==> config.mk <==
export PLATFORM = sky130hd
export DESIGN_NAME = id_ex_pipeline_reg
export DESIGN_NICKNAME = d
export VERILOG_FILES = /design/src/rtl/id_ex_pipeline_reg.sv
export SDC_FILE = /design/constraint.sdc
export NUM_CORES = 1
export LEC_CHECK = 0
export CORE_MARGIN = 5
export CORE_UTILIZATION = 40
export CTS_CLUSTER_SIZE = 14
export DETAILED_ROUTE_END_ITERATION = 6
export PLACE_DENSITY = 0.89
export SLEW_MARGIN = 10
export SYNTH_ARGS = -nofsm -noshare
export SYNTH_HDL_FRONTEND = slang
export SYNTH_SLANG_ARGS = --single-unit
export TNS_END_PERCENT = 5
==> constraint.sdc <==
create_clock -name clk -period 1.99 [get_ports clk]
set_input_delay 0.398 -clock clk [delete_from_list [all_inputs] [get_ports clk]]
set_output_delay 0.398 -clock clk [all_outputs]
set_load 0.02 [all_outputs]
==> src/rtl/id_ex_pipeline_reg.sv <==
// ID/EX pipeline register with load-use hazard detection, branch flush and memory hold.
// Optional stall counter enabled by defining ID_EX_STALL_CNT_EN.
module id_ex_pipeline_reg #(
    parameter int unsigned DATA_W     = 32,
    parameter int unsigned REG_ADDR_W = 5,
    parameter int unsigned ALUOP_W    = 2,
    parameter int unsigned CNT_W      = 32
) (
    input  logic                  clk,
    input  logic                  rst_n,
    input  logic                  hold,
    input  logic                  flush,
    input  logic                  id_reg_write,
    input  logic                  id_mem_read,
    input  logic                  id_mem_write,
    input  logic                  id_mem_to_reg,
    input  logic                  id_alu_src,
    input  logic                  id_reg_dst,
    input  logic [ALUOP_W-1:0]    id_alu_op,
    input  logic                  id_uses_rs,
    input  logic                  id_uses_rt,
    input  logic [DATA_W-1:0]     id_rd1,
    input  logic [DATA_W-1:0]     id_rd2,
    input  logic [DATA_W-1:0]     id_imm,
    input  logic [DATA_W-1:0]     id_pc4,
    input  logic [REG_ADDR_W-1:0] id_rs,
    input  logic [REG_ADDR_W-1:0] id_rt,
    input  logic [REG_ADDR_W-1:0] id_rd,
    output logic                  ex_valid,
    output logic                  ex_reg_write,
    output logic                  ex_mem_read,
    output logic                  ex_mem_write,
    output logic                  ex_mem_to_reg,
    output logic                  ex_alu_src,
    output logic                  ex_reg_dst,
    output logic [ALUOP_W-1:0]    ex_alu_op,
    output logic [DATA_W-1:0]     ex_rd1,
    output logic [DATA_W-1:0]     ex_rd2,
    output logic [DATA_W-1:0]     ex_imm,
    output logic [DATA_W-1:0]     ex_pc4,
    output logic [REG_ADDR_W-1:0] ex_rs,
    output logic [REG_ADDR_W-1:0] ex_rt,
    output logic [REG_ADDR_W-1:0] ex_rd,
`ifdef ID_EX_STALL_CNT_EN
    output logic [CNT_W-1:0]      stall_count,
`endif
    output logic                  hazard_stall,
    output logic                  pc_write_en,
    output logic                  if_id_write_en
);

    typedef struct packed {
        logic                  valid;
        logic                  regWrite;
        logic                  memRead;
        logic                  memWrite;
        logic                  memToReg;
        logic                  aluSrc;
        logic                  regDst;
        logic [ALUOP_W-1:0]    aluOp;
        logic [DATA_W-1:0]     rd1;
        logic [DATA_W-1:0]     rd2;
        logic [DATA_W-1:0]     imm;
        logic [DATA_W-1:0]     pc4;
        logic [REG_ADDR_W-1:0] rs;
        logic [REG_ADDR_W-1:0] rt;
        logic [REG_ADDR_W-1:0] rd;
    } exFields_t;

    exFields_t exQ;
    exFields_t idFields;
    logic      flushPending;
    logic      rtHit;

    // Gather the ID-stage payload; an all-zero struct is the bubble.
    always_comb begin
        idFields          = '0;
        idFields.valid    = 1'b1;
        idFields.regWrite = id_reg_write;
        idFields.memRead  = id_mem_read;
        idFields.memWrite = id_mem_write;
        idFields.memToReg = id_mem_to_reg;
        idFields.aluSrc   = id_alu_src;
        idFields.regDst   = id_reg_dst;
        idFields.aluOp    = id_alu_op;
        idFields.rd1      = id_rd1;
        idFields.rd2      = id_rd2;
        idFields.imm      = id_imm;
        idFields.pc4      = id_pc4;
        idFields.rs       = id_rs;
        idFields.rt       = id_rt;
        idFields.rd       = id_rd;
    end

    // Load in EX whose destination is read by ID; squashed ID instructions never stall.
    always_comb begin
        rtHit        = 1'b0;
        hazard_stall = 1'b0;
        rtHit        = (id_uses_rs && (id_rs == exQ.rt)) || (id_uses_rt && (id_rt == exQ.rt));
        hazard_stall = exQ.valid && exQ.memRead && (exQ.rt != '0) && rtHit
                       && !flush && !flushPending;
    end

    assign pc_write_en    = ~(hazard_stall | hold);
    assign if_id_write_en = ~(hazard_stall | hold);

    // Hold freezes EX but remembers a flush so it is applied once hold releases.
    always_ff @(posedge clk) begin
        if (!rst_n) begin
            exQ          <= '0;
            flushPending <= 1'b0;
        end else if (hold) begin
            if (flush) begin
                flushPending <= 1'b1;
            end
        end else if (flush || flushPending) begin
            exQ          <= '0;
            flushPending <= 1'b0;
        end else if (hazard_stall) begin
            exQ <= '0;
        end else begin
            exQ <= idFields;
        end
    end

`ifdef ID_EX_STALL_CNT_EN
    logic [CNT_W-1:0] stallCnt;

    always_ff @(posedge clk) begin
        if (!rst_n) begin
            stallCnt <= '0;
        end else if (hazard_stall && !hold) begin
            stallCnt <= stallCnt + CNT_W'(1);
        end
    end

    assign stall_count = stallCnt;
`endif

    assign ex_valid      = exQ.valid;
    assign ex_reg_write  = exQ.regWrite;
    assign ex_mem_read   = exQ.memRead;
    assign ex_mem_write  = exQ.memWrite;
    assign ex_mem_to_reg = exQ.memToReg;
    assign ex_alu_src    = exQ.aluSrc;
    assign ex_reg_dst    = exQ.regDst;
    assign ex_alu_op     = exQ.aluOp;
    assign ex_rd1        = exQ.rd1;
    assign ex_rd2        = exQ.rd2;
    assign ex_imm        = exQ.imm;
    assign ex_pc4        = exQ.pc4;
    assign ex_rs         = exQ.rs;
    assign ex_rt         = exQ.rt;
    assign ex_rd         = exQ.rd;

endmodule

==> results.sh <==
export IMPL_outcome="finished, violations left"
export IMPL_grt_use_met1=0.2840
export IMPL_setup_violations=119
export IMPL_powerDensity_nw_per_um2=704.3
export IMPL_avgSynthCellArea_sq_um=8.769
export IMPL_cp_required_ns=1.59
export IMPL_relSlewSlack=0.4950
export IMPL_power_frac_seq=0.399
export IMPL_ys_flop_type="dfxtp_1"
export IMPL_r2r_end="ex_rs[2]"
export IMPL_seq_area_frac_synth=0.3868
export IMPL_grt_max_degree=195
export IMPL_holdPathEnd="ex_rs[4]"
export IMPL_synth_edf_count=0
export IMPL_ant_nets=0
export IMPL_route_detailed_drc=0
export IMPL_drtPass1Iterations=5
export IMPL_violations="negative setup slack"
export IMPL_dp_hpwl_um=17630
export IMPL_antenna_found_initial=0
export IMPL_boundaryPins=312
export IMPL_ys_types=23
export IMPL_std_cell_rows=51
export IMPL_r2r_start="ex_rt[0]"
export IMPL_fin_nets=1316
export IMPL_drv_slew=0
export IMPL_cts_max_path_buffers=2
export IMPL_grt_pass1_wl_um=41840
export IMPL_fin_ws_ns=-0.3518
export IMPL_die_h_um=150.7
export IMPL_fin_area_sq_um=12130
export IMPL_fp_dieW_um=150.7
export IMPL_seqCellArea_sq_um=3072
export IMPL_maxCapViolations=0
export IMPL_min_from="id_rs[4]"
export IMPL_syn_inst=903
export IMPL_insertion_delay_ns=0.42
export IMPL_avgRoutedWirePerCell_um=19.61
export IMPL_switching_share=0.2828
export IMPL_clkPwrFrac=0.377
export IMPL_grt_pass1_vias=7985
export IMPL_fin_skew_ns=0.01842
export IMPL_cp_slowest_stage_delay_ns=0.54
export IMPL_synth_area_sq_um=7919
export IMPL_layout_min_cycle_time_ns=2.342
export IMPL_coreArea_sq_um=19460
export IMPL_rsz0062_at_grt="yes"
export IMPL_cts_tree="built"
export IMPL_worst_pin_slew_ns=0.7575
export IMPL_path_cells="clkdlybuf4s50_1 > xnor2_2 > nand4_1 > o22ai_4 > buf_6 > a21oi_4 > buf_4"
export IMPL_grt_overflow=0
export IMPL_worstPathMaxFanout=4
export IMPL_die_area_sq_um=22710
export IMPL_routed_wl_um=28170
export IMPL_gp_congestion=0.7698
export IMPL_numCtsBuffers=17
export IMPL_power_leakage_nw=3.899
export IMPL_p_sw_mw=2.417
export IMPL_busiest_layer="met2"
export IMPL_hold_class="in2reg"
export IMPL_cts_sinks=153
export IMPL_fillers=1597
export IMPL_io_buffer_count=311
export IMPL_mappedNetlistNets=1060
export IMPL_use_met3=0.08218
export IMPL_initial_core_util=0.4069
export IMPL_worstHoldPathCells=4
export IMPL_ir_drop_v=0.0005612
export IMPL_diodes=0
export IMPL_finalCritPeriodShare=1.177
export IMPL_vias=8340
export IMPL_htreeDepth=4
export IMPL_endpoint_kind="output pin"
export IMPL_drt_first_iter_violations=545
export IMPL_async_flop_share=0
export IMPL_drive_above_1_share=0.07857
export IMPL_path_clk_slew_ns=0.06
export IMPL_reg2reg_setup_slack_ns=-0.14
export IMPL_cts_root_buf="clkbuf_16"
export IMPL_crit_path_top_delay_cell="clkdlybuf4s50_1"
export IMPL_met2_usage=0.3586
export IMPL_crit_type="in2out"
export IMPL_p_comb_frac=0.224
export IMPL_synth_seq_cells=153
export IMPL_hold_violations=0
export IMPL_multi_input_area_sq_um=4427
export IMPL_yosysWarnings=0
export IMPL_syn2layout_area_growth_pct=53.20
export IMPL_vias_per_cell=5.808
export IMPL_arrival_ns=1.94
export IMPL_p_int_mw=6.128
export IMPL_start_kind="primary input"
export IMPL_dpl_instance_area_sq_um=11320
export IMPL_fmax_mhz=427.0
export IMPL_grt_use_total=0.2251
export IMPL_reg2regPathDepth=8
export IMPL_finalPower_mw=8.545
how the worst max path moves through the flow:
stage / startpoint / endpoint / cells after the start
after global placement: id_rs[4] / hazard_stall / 6
after detailed placement: id_rs[4] / hazard_stall / 6
after global routing: ex_rt[0] / if_id_write_en / 5
after floorplan: ex_rt[2] / pc_write_en / 6
after CTS: ex_rt[0] / if_id_write_en / 5
final: id_rs[1] / if_id_write_en / 7
per-stage QoR:
stage	TNS, ns	instances	setup slack, ns	hold WS [ns]	util
after floorplan	-0.2005	903	-0.1517	0.4987	-
after global placement	-65.81	1397	-0.8154	0.4700	0.5817
after detailed placement	-70.12	1397	-0.8354	0.4801	0.5817
after CTS	-18.73	1428	-0.3793	0.4953	0.6128
after global routing	-22.86	1436	-0.4224	0.4830	0.6233
final	-11.60	1436	-0.3518	0.4786	0.6233
layout make-up:
class                   instances  share of cell area
multi-input cells             631              0.3649
clock buffers                  19             0.03568
inverters                       1           0.0005157
repair buffers                355              0.3068
clock inverters                12             0.01155
well taps                     265             0.02733
flip-flops and latches        153              0.2532
layout by cell type (no fill, tap or decap), types with 3 or more instances in the layout:
cell type	n
a22oi_1	152
and2_4	3
buf_12	10
buf_16	3
buf_4	26
buf_6	4
clkbuf_16	22
clkdlybuf4s50_1	305
clkinvlp_4	4
dfxtp_1	150
inv_6	4
nand3b_1	151
nor3b_1	151
o21ai_0	110
o21ai_1	41
xnor2_1	7
xnor2_2	3
cell usage after synthesis, drive strengths merged, types with 2 or more instances:
cell type,number,area share
a22oi,152,0.14
and2,3,0.0024
buf,25,0.018
clkbuf,93,0.044
dfxtp,153,0.39
nand2,2,0.00095
nand3b,151,0.14
nand4,2,0.0016
nor2,2,0.00095
nor3b,151,0.14
o21ai,151,0.095
xnor2,10,0.011
routing by layer:
| layer | vias to the layer above | routed length [um] |
|---|---|---|
| met4 | 0 | 637 |
| met3 | 41 | 2795 |
| met1 | 4054 | 11530 |
| li1 | 3924 | - |
| met5 | - | 0 |
| met2 | 321 | 13200 |
cell families after synthesis:
| logic type | after synthesis | share of synthesized area |
|---|---|---|
| and+or+nand+nor | 314 | 0.2950 |
| AOI/OAI and AO/OA | 307 | 0.2446 |
| DFF | 153 | 0.3868 |
| buffers and inverters | 119 | 0.06257 |
| xor gates and xnor gates | 10 | 0.01106 |
power by group through the flow:
| stage | clock network [mW] | registers (mW) | logic (mW) |
|---|---|---|---|
| detailed placement | 0 | 3.48 | 1.88 |
| CTS | 3.30 | 3.41 | 1.89 |
| finish | 3.22 | 3.41 | 1.91 |
| floorplan | 0 | 3.74 | 0.597 |
| global route | 3.41 | 3.44 | 2.03 |
| global placement | 0 | 3.47 | 1.85 |
critical path, delay by kind of cell:
kind / cells / cell delay (ns)
buffers and inverters: 3 / 0.87
XOR/XNOR: 1 / 0.12
AND/OR/NAND/NOR: 1 / 0.18
AO/OA/AOI/OAI: 2 / 0.39
what timing repair did:
item | in CTS | in global routing
pin swaps | 4 | 2
gates resized for setup | 25 | 18
hold buffers | 0 | 0
gates cloned | 0 | 5
setup endpoints to repair | 151 | 155
buffers inserted | 1 | 3
No activity file was read; power rests on OpenSTA's default activity.
